--- config.mk ---
export PLATFORM = sky130hd
export DESIGN_NAME = cell_pos_reader
export DESIGN_NICKNAME = d
export VERILOG_FILES = /design/src/rtl/cell_pos_reader_pkg.sv /design/src/rtl/pos_sync_fifo.sv /design/src/rtl/cell_pos_reader.sv
export SDC_FILE = /design/constraint.sdc
export NUM_CORES = 1
export LEC_CHECK = 0
export BUFFER_PORTS_ARGS = -buffer_cell sky130_fd_sc_hd__buf_2
export CAP_MARGIN = 20
export CORE_ASPECT_RATIO = 0.6
export CORE_UTILIZATION = 61
export DETAILED_ROUTE_END_ITERATION = 7
export PLACE_DENSITY_LB_ADDON = 0.15
export SETUP_SLACK_MARGIN = 0.05
export SLEW_MARGIN = 20
export SYNTH_ARGS = -nofsm -noshare
export SYNTH_HDL_FRONTEND = slang
export SYNTH_HIERARCHICAL = 1
export SYNTH_SLANG_ARGS = --single-unit
--- constraint.sdc ---
create_clock -name clk -period 10 [get_ports clk]
set_input_delay 2 -clock clk [delete_from_list [all_inputs] [get_ports clk]]
set_output_delay 2 -clock clk [all_outputs]
set_load 0.1 [all_outputs]
--- src/rtl/cell_pos_reader_pkg.sv ---
// Shared widths, depths and FSM encoding for the cell position reader.
package cell_pos_reader_pkg;

    localparam int POS_DATA_WIDTH    = 96;
    localparam int CELL_ADDR_WIDTH   = 8;
    localparam int CELL_PARTICLE_NUM = 220;
    localparam int POS_FIFO_DEPTH    = 4;

    typedef enum logic [2:0] {
        ST_IDLE,
        ST_CNT_WAIT,
        ST_STREAM,
        ST_DRAIN,
        ST_DONE
    } state_t;

endpackage

--- src/rtl/pos_sync_fifo.sv ---
// Show-ahead synchronous FIFO with occupancy count; rdata is the head entry.
module pos_sync_fifo #(
    parameter int WIDTH = 105,
    parameter int DEPTH = 4,
    parameter int CNT_W = $clog2(DEPTH + 1)
) (
    input  logic             clk,
    input  logic             rst,
    input  logic             push,
    input  logic [WIDTH-1:0] wdata,
    input  logic             pop,
    output logic [WIDTH-1:0] rdata,
    output logic [CNT_W-1:0] count
);

    localparam int IDX_W = (DEPTH > 1) ? $clog2(DEPTH) : 1;
    localparam logic [IDX_W-1:0] LAST_IDX = IDX_W'(DEPTH - 1);

    logic [WIDTH-1:0] mem [DEPTH];
    logic [IDX_W-1:0] wr_idx;
    logic [IDX_W-1:0] rd_idx;
    logic             do_push;
    logic             do_pop;

    // A push into a full FIFO is accepted when the head leaves in the same cycle.
    assign do_pop  = pop && (count != '0);
    assign do_push = push && ((count != CNT_W'(DEPTH)) || do_pop);
    assign rdata   = mem[rd_idx];

    // NOTE: state registers use non-blocking assignments so every flop samples pre-edge values.
    always_ff @(posedge clk or posedge rst) begin
        if (rst) begin
            wr_idx <= '0;
            rd_idx <= '0;
            count  <= '0;
        end else begin
            if (do_push)
                wr_idx <= (wr_idx == LAST_IDX) ? '0 : wr_idx + 1'b1;
            if (do_pop)
                rd_idx <= (rd_idx == LAST_IDX) ? '0 : rd_idx + 1'b1;
            case ({do_push, do_pop})
                2'b10:   count <= count + 1'b1;
                2'b01:   count <= count - 1'b1;
                default: count <= count;
            endcase
        end
    end

    // NOTE: storage is left unreset; entries are only ever read after being written.
    always_ff @(posedge clk) begin
        if (do_push)
            mem[wr_idx] <= wdata;
    end

endmodule

--- src/rtl/cell_pos_reader.sv ---
// Reads the particle count at address 0, then streams particles 1..N from a
// 2-cycle-latency RAM to a valid/ready consumer through a credit-limited FIFO.
module cell_pos_reader
    import cell_pos_reader_pkg::*;
#(
    parameter int DATA_WIDTH   = POS_DATA_WIDTH,
    parameter int ADDR_WIDTH   = CELL_ADDR_WIDTH,
    parameter int PARTICLE_NUM = CELL_PARTICLE_NUM,
    parameter int FIFO_DEPTH   = POS_FIFO_DEPTH
) (
    input  logic                  clk,
    input  logic                  rst,
    input  logic                  start,
    output logic                  busy,
    output logic                  done,
    output logic                  err_count,
    output logic [ADDR_WIDTH-1:0] mem_address,
    output logic                  mem_rden,
    output logic                  mem_wren,
    output logic [DATA_WIDTH-1:0] mem_data,
    input  logic [DATA_WIDTH-1:0] mem_q,
    output logic                  out_valid,
    input  logic                  out_ready,
    output logic [DATA_WIDTH-1:0] out_data,
    output logic [ADDR_WIDTH-1:0] out_pid,
    output logic                  out_last
);

    localparam int FW    = DATA_WIDTH + ADDR_WIDTH + 1;
    localparam int CNT_W = $clog2(FIFO_DEPTH + 1);
    localparam int CRW   = CNT_W + 2;
    localparam logic [ADDR_WIDTH-1:0] N_MAX = ADDR_WIDTH'(PARTICLE_NUM - 1);

    state_t                state;
    logic [ADDR_WIDTH-1:0] n_reg;
    logic [ADDR_WIDTH-1:0] rd_ptr;
    logic [1:0]            wait_cnt;
    logic                  data_rd;
    logic                  s1_valid;
    logic                  s2_valid;
    logic [ADDR_WIDTH-1:0] s1_pid;
    logic [ADDR_WIDTH-1:0] s2_pid;
    logic [CNT_W-1:0]      fifo_count;
    logic [FW-1:0]         head;
    logic [FW-1:0]         push_word;
    logic [1:0]            inflight;
    logic                  pop;
    logic                  can_issue;
    logic [ADDR_WIDTH-1:0] n_raw;
    logic                  n_over;
    logic [ADDR_WIDTH-1:0] n_count;

    // Outstanding reads include the cycle mem_rden is high, plus the two tracking stages.
    assign inflight  = 2'(data_rd) + 2'(s1_valid) + 2'(s2_valid);
    assign pop       = out_valid & out_ready;
    assign can_issue = (CRW'(fifo_count) + CRW'(inflight) - CRW'(pop)) < CRW'(FIFO_DEPTH);
    assign push_word = {mem_q, s2_pid, (s2_pid == n_reg)};

    assign n_raw   = mem_q[ADDR_WIDTH-1:0];
    assign n_over  = n_raw > N_MAX;
    assign n_count = n_over ? N_MAX : n_raw;

    assign out_valid = (fifo_count != '0);
    assign {out_data, out_pid, out_last} = out_valid ? head : '0;
    assign mem_wren  = 1'b0;
    assign mem_data  = '0;

    pos_sync_fifo #(
        .WIDTH (FW),
        .DEPTH (FIFO_DEPTH),
        .CNT_W (CNT_W)
    ) u_fifo (
        .clk   (clk),
        .rst   (rst),
        .push  (s2_valid),
        .wdata (push_word),
        .pop   (pop),
        .rdata (head),
        .count (fifo_count)
    );

    always_ff @(posedge clk or posedge rst) begin
        if (rst) begin
            state       <= ST_IDLE;
            busy        <= 1'b0;
            done        <= 1'b0;
            err_count   <= 1'b0;
            mem_rden    <= 1'b0;
            mem_address <= '0;
            data_rd     <= 1'b0;
            n_reg       <= '0;
            rd_ptr      <= '0;
            wait_cnt    <= '0;
            s1_valid    <= 1'b0;
            s1_pid      <= '0;
            s2_valid    <= 1'b0;
            s2_pid      <= '0;
        end else begin
            done     <= 1'b0;
            mem_rden <= 1'b0;
            data_rd  <= 1'b0;
            s1_valid <= data_rd;
            s1_pid   <= mem_address;
            s2_valid <= s1_valid;
            s2_pid   <= s1_pid;

            case (state)
                ST_IDLE: begin
                    if (start) begin
                        busy        <= 1'b1;
                        err_count   <= 1'b0;
                        mem_rden    <= 1'b1;
                        mem_address <= '0;
                        wait_cnt    <= '0;
                        state       <= ST_CNT_WAIT;
                    end
                end
                ST_CNT_WAIT: begin
                    if (wait_cnt != 2'd2) begin
                        wait_cnt <= wait_cnt + 1'b1;
                    end else begin
                        n_reg     <= n_count;
                        err_count <= n_over;
                        if (n_count == '0) begin
                            state <= ST_DONE;
                        end else begin
                            // Particle 1 is issued on the same edge the count arrives.
                            mem_rden    <= 1'b1;
                            data_rd     <= 1'b1;
                            mem_address <= ADDR_WIDTH'(1);
                            rd_ptr      <= ADDR_WIDTH'(2);
                            state       <= (n_count == ADDR_WIDTH'(1)) ? ST_DRAIN : ST_STREAM;
                        end
                    end
                end
                ST_STREAM: begin
                    if (can_issue) begin
                        mem_rden    <= 1'b1;
                        data_rd     <= 1'b1;
                        mem_address <= rd_ptr;
                        rd_ptr      <= rd_ptr + 1'b1;
                        if (rd_ptr == n_reg)
                            state <= ST_DRAIN;
                    end
                end
                ST_DRAIN: begin
                    if (inflight == 2'd0 && fifo_count == CNT_W'(pop))
                        state <= ST_DONE;
                end
                ST_DONE: begin
                    done  <= 1'b1;
                    busy  <= 1'b0;
                    state <= ST_IDLE;
                end
                default: state <= ST_IDLE;
            endcase
        end
    end

endmodule

==> flow_summary_export.csv, run 1 <==
group,metric,value,unit
floorplanning,die_w,233,um
critical_path,crit_arrival,3.31,ns
synthesis,synth_seq_cells,479,
layout,seqCellArea,0.0141,mm2
hold_path,timing.hold.worst.class,"reg -> reg",
critical_path,timing.reg2reg.setup_slack,6.17,ns
route,detailroute.via_count,9500,
clock_network,ctsResizeCount,0,
synthesis,syn-cell-area,0.0195,mm2
synthesis,synth_commonest_cells,"edfxtp_1, and2_1, mux4_2",
synthesis,synthesis.area_per_instance,18.8,um2
clock_network,clock_tree_from_tritoncts,"done",
sta,final_min_period_over_clock_period,0.531,
place,dpl.hpwl,22200,um
critical_path,ff2ff_path_depth,10,
place,gp_congestion,0.832,
layout,multi_input_area,0.00470,mm2
layout,n_fill_cell,1991,
clock_network,postCtsSetupRepairBufs,0,
hold_path,hold_end,"s2_pid[7]",
synthesis,synthesis.instances,1034,
critical_path,worstPathMaxFanout,64,
global_routing,grt_max_degree,69,
sta,max_freq,0.188,GHz
sta,final-max-slew-violation-count,0,
place,portBuffers,217,
route,detail_route.first_pass.iterations,5,
sta,setup_viol,0,
route,route.antenna.remaining_nets,0,
layout,area_growth,12.7,%
sta,relSlewSlack,0.256,
clock_network,cell_at_the_root_of_the_clock_tree,"clkbuf_16",
place,dpl-instance-area,0.0206,mm2
sta,timing_hold_violations_final,0,
job,max-cap-violations,0,
hold_path,hold-path-cell-count,0,
sta,worst_clock_skew,0.0166,ns
sta,final.setup.tns,0,ns
route,wl,36300,um
sta,period_needed,5.31,ns
synthesis,synth_cell_type_count,61,
critical_path,r2r-end,"rd_ptr[7]",
hold_path,hp_start,"s1_pid[7]",
synthesis,netlist.area_leader.share,0.648,
clock_network,clock_insertion_delay_worst_skew,0.55,ns
layout,max_reg_flops,420,
critical_path,cp-start-kind,"flop",
synthesis,number_of_flops_mapped_to_enable_cells_by_yosys,420,
synthesis,post-synth-top-count-cell,"edfxtp_1",
synthesis,yosysWarningCount,6,
critical_path,timing.critical_path.required,8.00,ns
clock_network,post_cts_hold_buffer_count,0,
critical_path,end_kind,"output pin",
floorplanning,floorplan_die_area,0.0327,mm2
floorplanning,floorplan.core_area,0.0313,mm2
clock_network,clock_path_buffers,3,
floorplanning,floorplan.initialDensity,0.622,
synthesis,synthFlopType,"edfxtp_1",
sta,rsz0062_at_grt,"false",
global_routing,grt.overflow.total,0,
global_routing,wire_length_of_the_first_global_routing_pass,55500,um
sta,holdWs,0.348,ns
synthesis,ys_top_cells_by_area,"edfxtp_1, mux4_2, dfrtp_1, buf_4, and2_1",
critical_path,worst_r2r_startpoint,"u_fifo/count[2]",
route,detail_route.vias_per_cell,5.55,
synthesis,synth-seq-area-share,0.724,
layout,post_route_cells_drive_above_1_share,0.321,
route,routed_wire_length_per_instance,21.2,um
global_routing,grt_pass1_vias,9522,
floorplanning,floorplan.io_pins,315,
global_routing,gr-usage-all-layers,0.226,
clock_network,clock_tree.htree_level_count,2,
critical_path,worstSetupPathType,"reg -> out",
route,detail_route.iter0.violations,597,
clock_network,path_clk_slew,0.06,ns
route,drcViolationCount,0,
layout,largest-register,"u_fifo/mem",
status,outcome,"completed",
floorplanning,row_count,50,
layout,nets,1376,
clock_network,clock_sink_count,479,
synthesis,synth-async-reset-ratio,0.123,
layout,layout.cell_area.non_filler,0.0219,mm2
floorplanning,dieHeight,140,um
synthesis,yosysTopAreaCell,"edfxtp_1",
global_routing,antenna_violations_before_repair,4,
sta,tightestPinTransition,1.09,ns
clock_network,cts_buffers,43,
stage by stage:
stage                     setup slack, ns  cells   util
after global placement               4.95   1631  0.657
after CTS                            4.33   1708  0.701
final                                4.69   1712  0.702
after global routing                 4.44   1710  0.701
after floorplan                      4.51   1130      -
after detailed placement             4.94   1631  0.657
metal layers:
layer / up-vias / track usage / wire length (um)
met4: 2 / 0.0530 / 490
li1: 4254 / - / -
met3: 41 / 0.0495 / 2350
met1: 4900 / 0.348 / 16400
met2: 303 / 0.336 / 17000
met5: - / 0 / 10
critical path, cell delays in order, from the launching register on:
cell and delay, ns:
dfrtp_4 0.88, buf_4 0.78, mux4_2 0.38, and2_1 0.15, buf_2 0.43
worst max path at each step:
stage,to,slack (ns),depth (start not counted),from
global placement,out_data[40],4.95,4,u_fifo/rd_idx[0]
detailed placement,out_data[37],4.94,4,u_fifo/rd_idx[0]
CTS,out_data[37],4.33,4,u_fifo/rd_idx[0]
finish,out_data[37],4.69,4,u_fifo/rd_idx[1]
floorplan,u_fifo/mem[0][0],4.51,4,out_ready
global route,out_data[37],4.44,5,u_fifo/rd_idx[0]
cells by family after synthesis:
family | synth area share
xor+xnor | 0.00855
fa+ha+maj | 0.0104
buf+inv | 0.0539
flops | 0.724
mux | 0.125
compound gates | 0.0174
simple gates | 0.0605
other cells | 0.000193
layout by cell type, fill, tap and decap left out, types with 3 or more instances in the layout:
| cell type | count |
|---|---|
| ha_1 | 13 |
| and2_4 | 4 |
| nand3_1 | 7 |
| clkbuf_1 | 12 |
| a21oi_1 | 3 |
| and2_1 | 107 |
| nand2_1 | 27 |
| nor4_1 | 3 |
| nor2_1 | 20 |
| clkinv_1 | 5 |
| buf_4 | 9 |
| xor2_1 | 9 |
| dfrtp_1 | 57 |
| inv_1 | 21 |
| o21ai_0 | 11 |
| or4_1 | 3 |
| mux4_2 | 105 |
| mux2_2 | 3 |
| a22o_1 | 8 |
| nor3b_1 | 3 |
| clkinvlp_4 | 3 |
| nand3b_1 | 3 |
| diode_2 | 3 |
| edfxtp_1 | 420 |
| clkinv_2 | 5 |
| and3_1 | 6 |
| buf_2 | 217 |
| xnor2_1 | 10 |
| conb_1 | 97 |
| clkbuf_8 | 4 |
| clkbuf_16 | 46 |
| a221o_1 | 3 |
cell type report:
type,count,share of cell area
Sequential cell,479,0.642
Multi-Input combinational cell,488,0.214
Clock buffer,62,0.0570
Timing Repair Buffer,227,0.0538
Tap cell,416,0.0237
Clock inverter,15,0.00479
Inverter,22,0.00376
Antenna cell,3,0.000342
Power of run 1 is not shown: default switching activity piles up to over one toggle a cycle in this logic, so the estimate is an artifact.
==> run 2, diff against run 1 <==
Settings changed: ABC_AREA set to 1, CORE_UTILIZATION 61 to 51.
Clock period 10 ns to 4.7 ns, I/O delays scaled along.
==> flow_summary_export.csv, run 2 <==
group,metric,value,unit
status,outcome,"completed",
clock_network,clock_tree.htree_level_count,2,
route,detail_route.vias_per_cell,5.14,
synthesis,synthesis.area_per_instance,11.9,um2
critical_path,cp-start-kind,"flop",
layout,layout.cells.most_common,"edfxtp_1",
synthesis,synth_top_family_by_area,"simple AND/OR/NAND/NOR gates",
synthesis,netlist.area_leader.share,0.622,
sta,worst_clock_skew,0.0230,ns
synthesis,syn-cell-area,0.0203,mm2
layout,nets,2024,
synthesis,yosys.area_share.simple,0.104,
critical_path,r2r-end,"rd_ptr[4]",
route,detail_route.first_pass.iterations,5,
clock_network,clock_sink_count,479,
critical_path,end_kind,"output pin",
synthesis,synth_xor_area_frac,0.00648,
synthesis,synth-async-reset-ratio,0.123,
route,detail_route.iter0.violations,997,
floorplanning,floorplan_die_area,0.0406,mm2
sta,timing_hold_violations_final,0,
clock_network,clock_tree_from_tritoncts,"done",
route,wl,44200,um
critical_path,worstPathMaxFanout,88,
sta,setup_viol,0,
critical_path,worst_r2r_startpoint,"u_fifo/count[2]",
synthesis,yosysWarningCount,6,
sta,rsz0062_at_grt,"false",
global_routing,grt_max_degree,131,
critical_path,timing.reg2reg.setup_slack,1.48,ns
global_routing,wire_length_of_the_first_global_routing_pass,68200,um
synthesis,synth_cell_type_count,40,
route,route.antenna.remaining_nets,0,
global_routing,antenna_violations_before_repair,3,
critical_path,ff2ff_path_depth,17,
hold_path,timing.hold.worst.class,"in -> async",
synthesis,post-synth-top-count-cell,"edfxtp_1",
clock_network,cts_buffers,44,
clock_network,clock_path_buffers,3,
synthesis,synth-seq-area-share,0.695,
floorplanning,floorplan.initialDensity,0.519,
sta,max_freq,0.250,GHz
sta,fin_ws,0.698,ns
layout,area_growth,12.1,%
global_routing,grt_pass1_vias,12054,
synthesis,yosysTopAreaCell,"edfxtp_1",
global_routing,grt.overflow.total,0,
sta,final_min_period_over_clock_period,0.851,
layout,post_route_cells_drive_above_1_share,0.164,
clock_network,post_cts_hold_buffer_count,0,
floorplanning,row_count,56,
sta,tightestPinTransition,1.01,ns
floorplanning,floorplan.core_area,0.0391,mm2
critical_path,timing.critical_path.required,3.76,ns
synthesis,synthFlopType,"edfxtp_1",
synthesis,synth_commonest_cells,"edfxtp_1, nor2_1, inv_1",
synthesis,synthesis.instances,1711,
place,dpl.hpwl,26300,um
synthesis,synth_compound_gate_area_share,0.0914,
synthesis,synth.mux.area_fraction,0,
clock_network,postCtsSetupRepairBufs,0,
place,portBuffers,217,
critical_path,worstSetupPathType,"reg -> out",
floorplanning,floorplan.io_pins,315,
job,max-cap-violations,0,
floorplanning,die_w,259,um
place,place_worst_setup_slack,1.28,ns
clock_network,cell_at_the_root_of_the_clock_tree,"clkbuf_16",
route,drcViolationCount,0,
sta,period_needed,4.00,ns
route,detailroute.via_count,12678,
clock_network,ctsResizeCount,0,
critical_path,setup.worst_path.start,"u_fifo/rd_idx[1]",
route,routed_wire_length_per_instance,17.9,um
synthesis,synthAdderAreaFrac,0.00999,
synthesis,number_of_flops_mapped_to_enable_cells_by_yosys,420,
clock_network,path_clk_slew,0.06,ns
clock_network,clock_insertion_delay_worst_skew,0.55,ns
layout,mostFrequentLayoutCells,"edfxtp_1, nor2_1, buf_2, inv_1, o21ai_0",
place,gp_congestion,0.866,
critical_path,setup.worst_path.end,"out_data[18]",
layout,max_reg_flops,420,
critical_path,crit_arrival,3.06,ns
sta,relSlewSlack,0.326,
layout,largest-register,"u_fifo/mem",
sta,final-max-slew-violation-count,0,
synthesis,ys_top_cells_by_area,"edfxtp_1, dfrtp_1, nor2_1, buf_4, o22ai_1",
global_routing,gr-usage-all-layers,0.216,
synthesis,synth_seq_cells,479,
floorplanning,dieHeight,156,um
## run 2: cell types whose count changed after synthesis, sizes merged, moves of 105 or more
cell   previous run  this run
nor2             21       362
o21ai            11       219
inv              22       164
and2            111         0
mux4            105         0
o22ai             1       106
## run 2: cells by family (layout without fill, tap and decap cells)
group | Yosys count | in the layout
AND/OR/NAND/NOR | 518 | 518
flip-flops | 479 | 479
buffers and inverters | 344 | 477
AO/OA/AOI/OAI | 339 | 339
adder cells (fa/ha/maj) | 15 | 15
XOR/XNOR | 15 | 15
other | 1 | 100
## run 2: layout make-up
cell class / count / area (um2)
Multi-Input combinational cell: 984 / 4680
Antenna cell: 3 / 7.51
Clock buffer: 66 / 1290
Clock inverter: 11 / 56.3
Inverter: 164 / 624
Tap cell: 522 / 653
Sequential cell: 479 / 14100
Timing Repair Buffer: 236 / 1330
Fill cell: 3277 / 16400
## run 2: critical path, stage by stage, from the launching register on
cell      delay [ns]
dfrtp_4         0.84
clkinv_2        0.19
buf_12          0.32
o21ai_1         0.14
o22ai_1         0.14
inv_1           0.05
nor2_1          0.21
buf_2           0.48
## run 2: how the worst min path moves through the flow
stage,startpoint,endpoint,slack (ns),depth (start not counted)
after global placement,s1_pid[2],s2_pid[2],0.34,0
final,rst,busy,0.32,2
after floorplan,s1_pid[0],s2_pid[0],0.33,0
after detailed placement,s1_pid[5],s2_pid[5],0.33,0
after global routing,rst,done,0.31,2
after CTS,rst,done,0.31,2
## run 2: stage by stage
step / setup TNS, ns / util / area (um2) / instances / hold WS, ns
after global placement: 0 / 0.547 / 21400 / 2385 / 0.335
after global routing: 0 / 0.581 / 22700 / 2462 / 0.315
after floorplan: -251.07 / - / 20700 / 1807 / 0.331
after CTS: 0 / 0.581 / 22700 / 2462 / 0.308
final: 0 / 0.582 / 22700 / 2465 / 0.324
after detailed placement: 0 / 0.547 / 21400 / 2385 / 0.335
## run 2: metal layers
metal,up-vias,part of all wire,wire [um],global-route usage
met3,58,0.051,2250,0.0369
met1,6145,0.47,20600,0.317
met4,2,0.015,663,0.0445
met5,-,0.00027,12,0
li1,6129,-,-,-
met2,344,0.47,20700,0.341
Power of run 2 is left out for the same reason.
==> run 3, diff against run 2 <==
Settings changed: SYNTH_HIERARCHICAL 1 to unset.
==> flow_summary_export.csv, run 3 <==
group,metric,value,unit
status,outcome,"completed",
critical_path,worstPathCellList,"inv_1, nand2_1, clkinv_2, buf_4, buf_4, a21oi_1, buf_2",
critical_path,timing.critical_path.slowest_stage_cell,"buf_4",
critical_path,worst-path-buf-inv,5,
global_routing,grt.overflow.total,0,
floorplanning,dieHeight,155,um
synthesis,post-synth-top-count-cell,"nor2_1",
clock_network,postCtsSetupRepairBufs,0,
job,max-cap-violations,0,
synthesis,synthesis.instances,1710,
synthesis,netlist.area_leader.share,0.633,
layout,largest-register,"u_fifo.mem",
sta,timing_hold_violations_final,0,
floorplanning,die_w,257,um
critical_path,cp-start-kind,"flop",
global_routing,grt_max_degree,126,
synthesis,synth-async-reset-ratio,0.123,
global_routing,grt_pass1_vias,11848,
clock_network,clock_insertion_delay_worst_skew,0.56,ns
critical_path,crit_arrival,3.20,ns
sta,fin_ws,0.564,ns
clock_network,clock_path_buffers,3,
layout,area_growth,13.7,%
route,detail_route.first_pass.iterations,5,
synthesis,yosysWarningCount,0,
sta,tightestPinTransition,0.928,ns
route,route.met2.wl,20200,um
route,drcViolationCount,0,
route,highest_routed_layer,"met5",
critical_path,timing.critical_path.required,3.76,ns
layout,seqCellArea,0.0141,mm2
synthesis,yosysTopAreaCell,"edfxtp_1",
layout,multi_input_area,0.00487,mm2
floorplanning,row_count,55,
global_routing,gr-usage-all-layers,0.221,
layout,max_reg_flops,420,
global_routing,wire_length_of_the_first_global_routing_pass,68200,um
clock_network,cts_buffers,45,
synthesis,ys_top_cells_by_area,"edfxtp_1, nor2_1, dfrtp_1, o21ai_0, buf_4",
clock_network,post_cts_hold_buffer_count,0,
place,portBuffers,217,
global_routing,antenna_violations_before_repair,4,
route,met3RoutedLength,2740,um
synthesis,synth-seq-area-share,0.708,
route,detailroute.via_count,12732,
clock_network,clock_sink_count,479,
layout,layout.cells.most_common,"nor2_1",
sta,rsz0062_at_grt,"false",
layout,nets,2025,
layout,mostFrequentLayoutCells,"nor2_1, edfxtp_1, buf_2, o21ai_0, a21oi_1",
sta,final-max-slew-violation-count,0,
route,detail_route.vias_per_cell,5.19,
clock_network,ctsResizeCount,0,
critical_path,worstSetupPathType,"reg -> out",
synthesis,syn-cell-area,0.0199,mm2
synthesis,synthFlopType,"edfxtp_1",
synthesis,synth_commonest_cells,"nor2_1, edfxtp_1, o21ai_0",
sta,holdWs,0.348,ns
route,routed_wire_length_per_instance,18.3,um
critical_path,end_kind,"output pin",
synthesis,synthesis.area_per_instance,11.6,um2
sta,relSlewSlack,0.381,
layout,n_fill_cell,3079,
sta,final_min_period_over_clock_period,0.880,
critical_path,critical-path-top-cell-by-count,"buf_4",
sta,period_needed,4.14,ns
clock_network,clock_tree_from_tritoncts,"done",
layout,post_route_cells_drive_above_1_share,0.169,
place,dpl.hpwl,26500,um
floorplanning,floorplan.core_area,0.0381,mm2
critical_path,worstPathMaxFanout,63,
synthesis,number_of_flops_mapped_to_enable_cells_by_yosys,420,
critical_path,critical_path.top_delay_family,"buffers and inverters",
floorplanning,floorplan.io_pins,315,
floorplanning,floorplan_die_area,0.0399,mm2
floorplanning,floorplan.initialDensity,0.523,
clock_network,clock_tree.htree_level_count,2,
layout,final_core_utilization,0.595,
synthesis,synth_cell_type_count,32,
hold_path,timing.hold.worst.class,"reg -> reg",
synthesis,synth_seq_cells,479,
clock_network,path_clk_slew,0.06,ns
route,detail_route.iter0.violations,1010,
route,route.antenna.remaining_nets,0,
sta,setup_viol,0,
route,route.layer.met1.wl,21200,um
route,wl,44800,um
sta,max_freq,0.242,GHz
clock_network,cell_at_the_root_of_the_clock_tree,"clkbuf_16",
critical_path,cp_slowest_stage_delay,0.77,ns
place,place_worst_setup_slack,1.16,ns
sta,worst_clock_skew,0.0135,ns
place,gp_congestion,0.862,
==> run 3: cell count changes in the layout (fill, tap and decap cells not counted), sizes merged, moves of 4 or more <==
cell    delta
nor3       +4
inv       -96
clkbuf     -9
o22ai    -106
nor2      +95
o21ai      +7
a21oi    +105
clkinv     +4
buf        +4
nand2      -5
==> run 3: through the flow <==
stage	TNS [ns]	area, um2	cells
floorplan	-694.19	20300	1806
global placement	0	21200	2375
detailed placement	0	21200	2375
CTS	0	22600	2454
global route	0	22600	2455
finish	0	22600	2455
==> run 3: final cells by class <==
type / instances / area share
flip-flops and latches: 479 / 0.623
multi-input cells: 1079 / 0.215
repair buffers: 240 / 0.0600
clock buffers: 57 / 0.0559
well taps: 513 / 0.0284
inverters: 64 / 0.0109
clock inverters: 22 / 0.00652
diodes: 1 / 0.000111
==> run 3: kinds of logic (layout without fill, tap and decap cells) <==
kind of cell	count (synthesis)	in the layout	share of synthesized area
other	1	98	0.000188
buffers and inverters	248	383	0.0671
XOR/XNOR	15	15	0.00660
flip-flops	479	479	0.708
adder cells (fa/ha/maj)	16	16	0.0108
multiplexers	1	1	0.000566
AO/OA/AOI/OAI	343	343	0.0863
AND/OR/NAND/NOR	607	607	0.121
==> run 3: per-layer routing <==
layer,vias to the layer above,GRT usage
li1,6107,-
met1,6219,0.328
met2,340,0.337
met3,60,0.0472
met4,6,0.0485
met5,-,0
==> run 3: path summary, 6_finish.rpt <==
check,startpoint,endpoint,slack (ns),cells after the start
setup / recovery,u_fifo.count[2],out_data[40],0.56,7
hold / removal,s1_pid[1],s2_pid[1],0.35,0
setup reg to reg,u_fifo.count[2],rd_ptr[0],1.63,17
hold reg to reg,s1_pid[1],s2_pid[1],0.35,0
max in group asynchronous,rst,rd_ptr[0],3.36,3
min in group asynchronous,rst,data_rd,0.49,2
Power of run 3 is left out for the same reason.
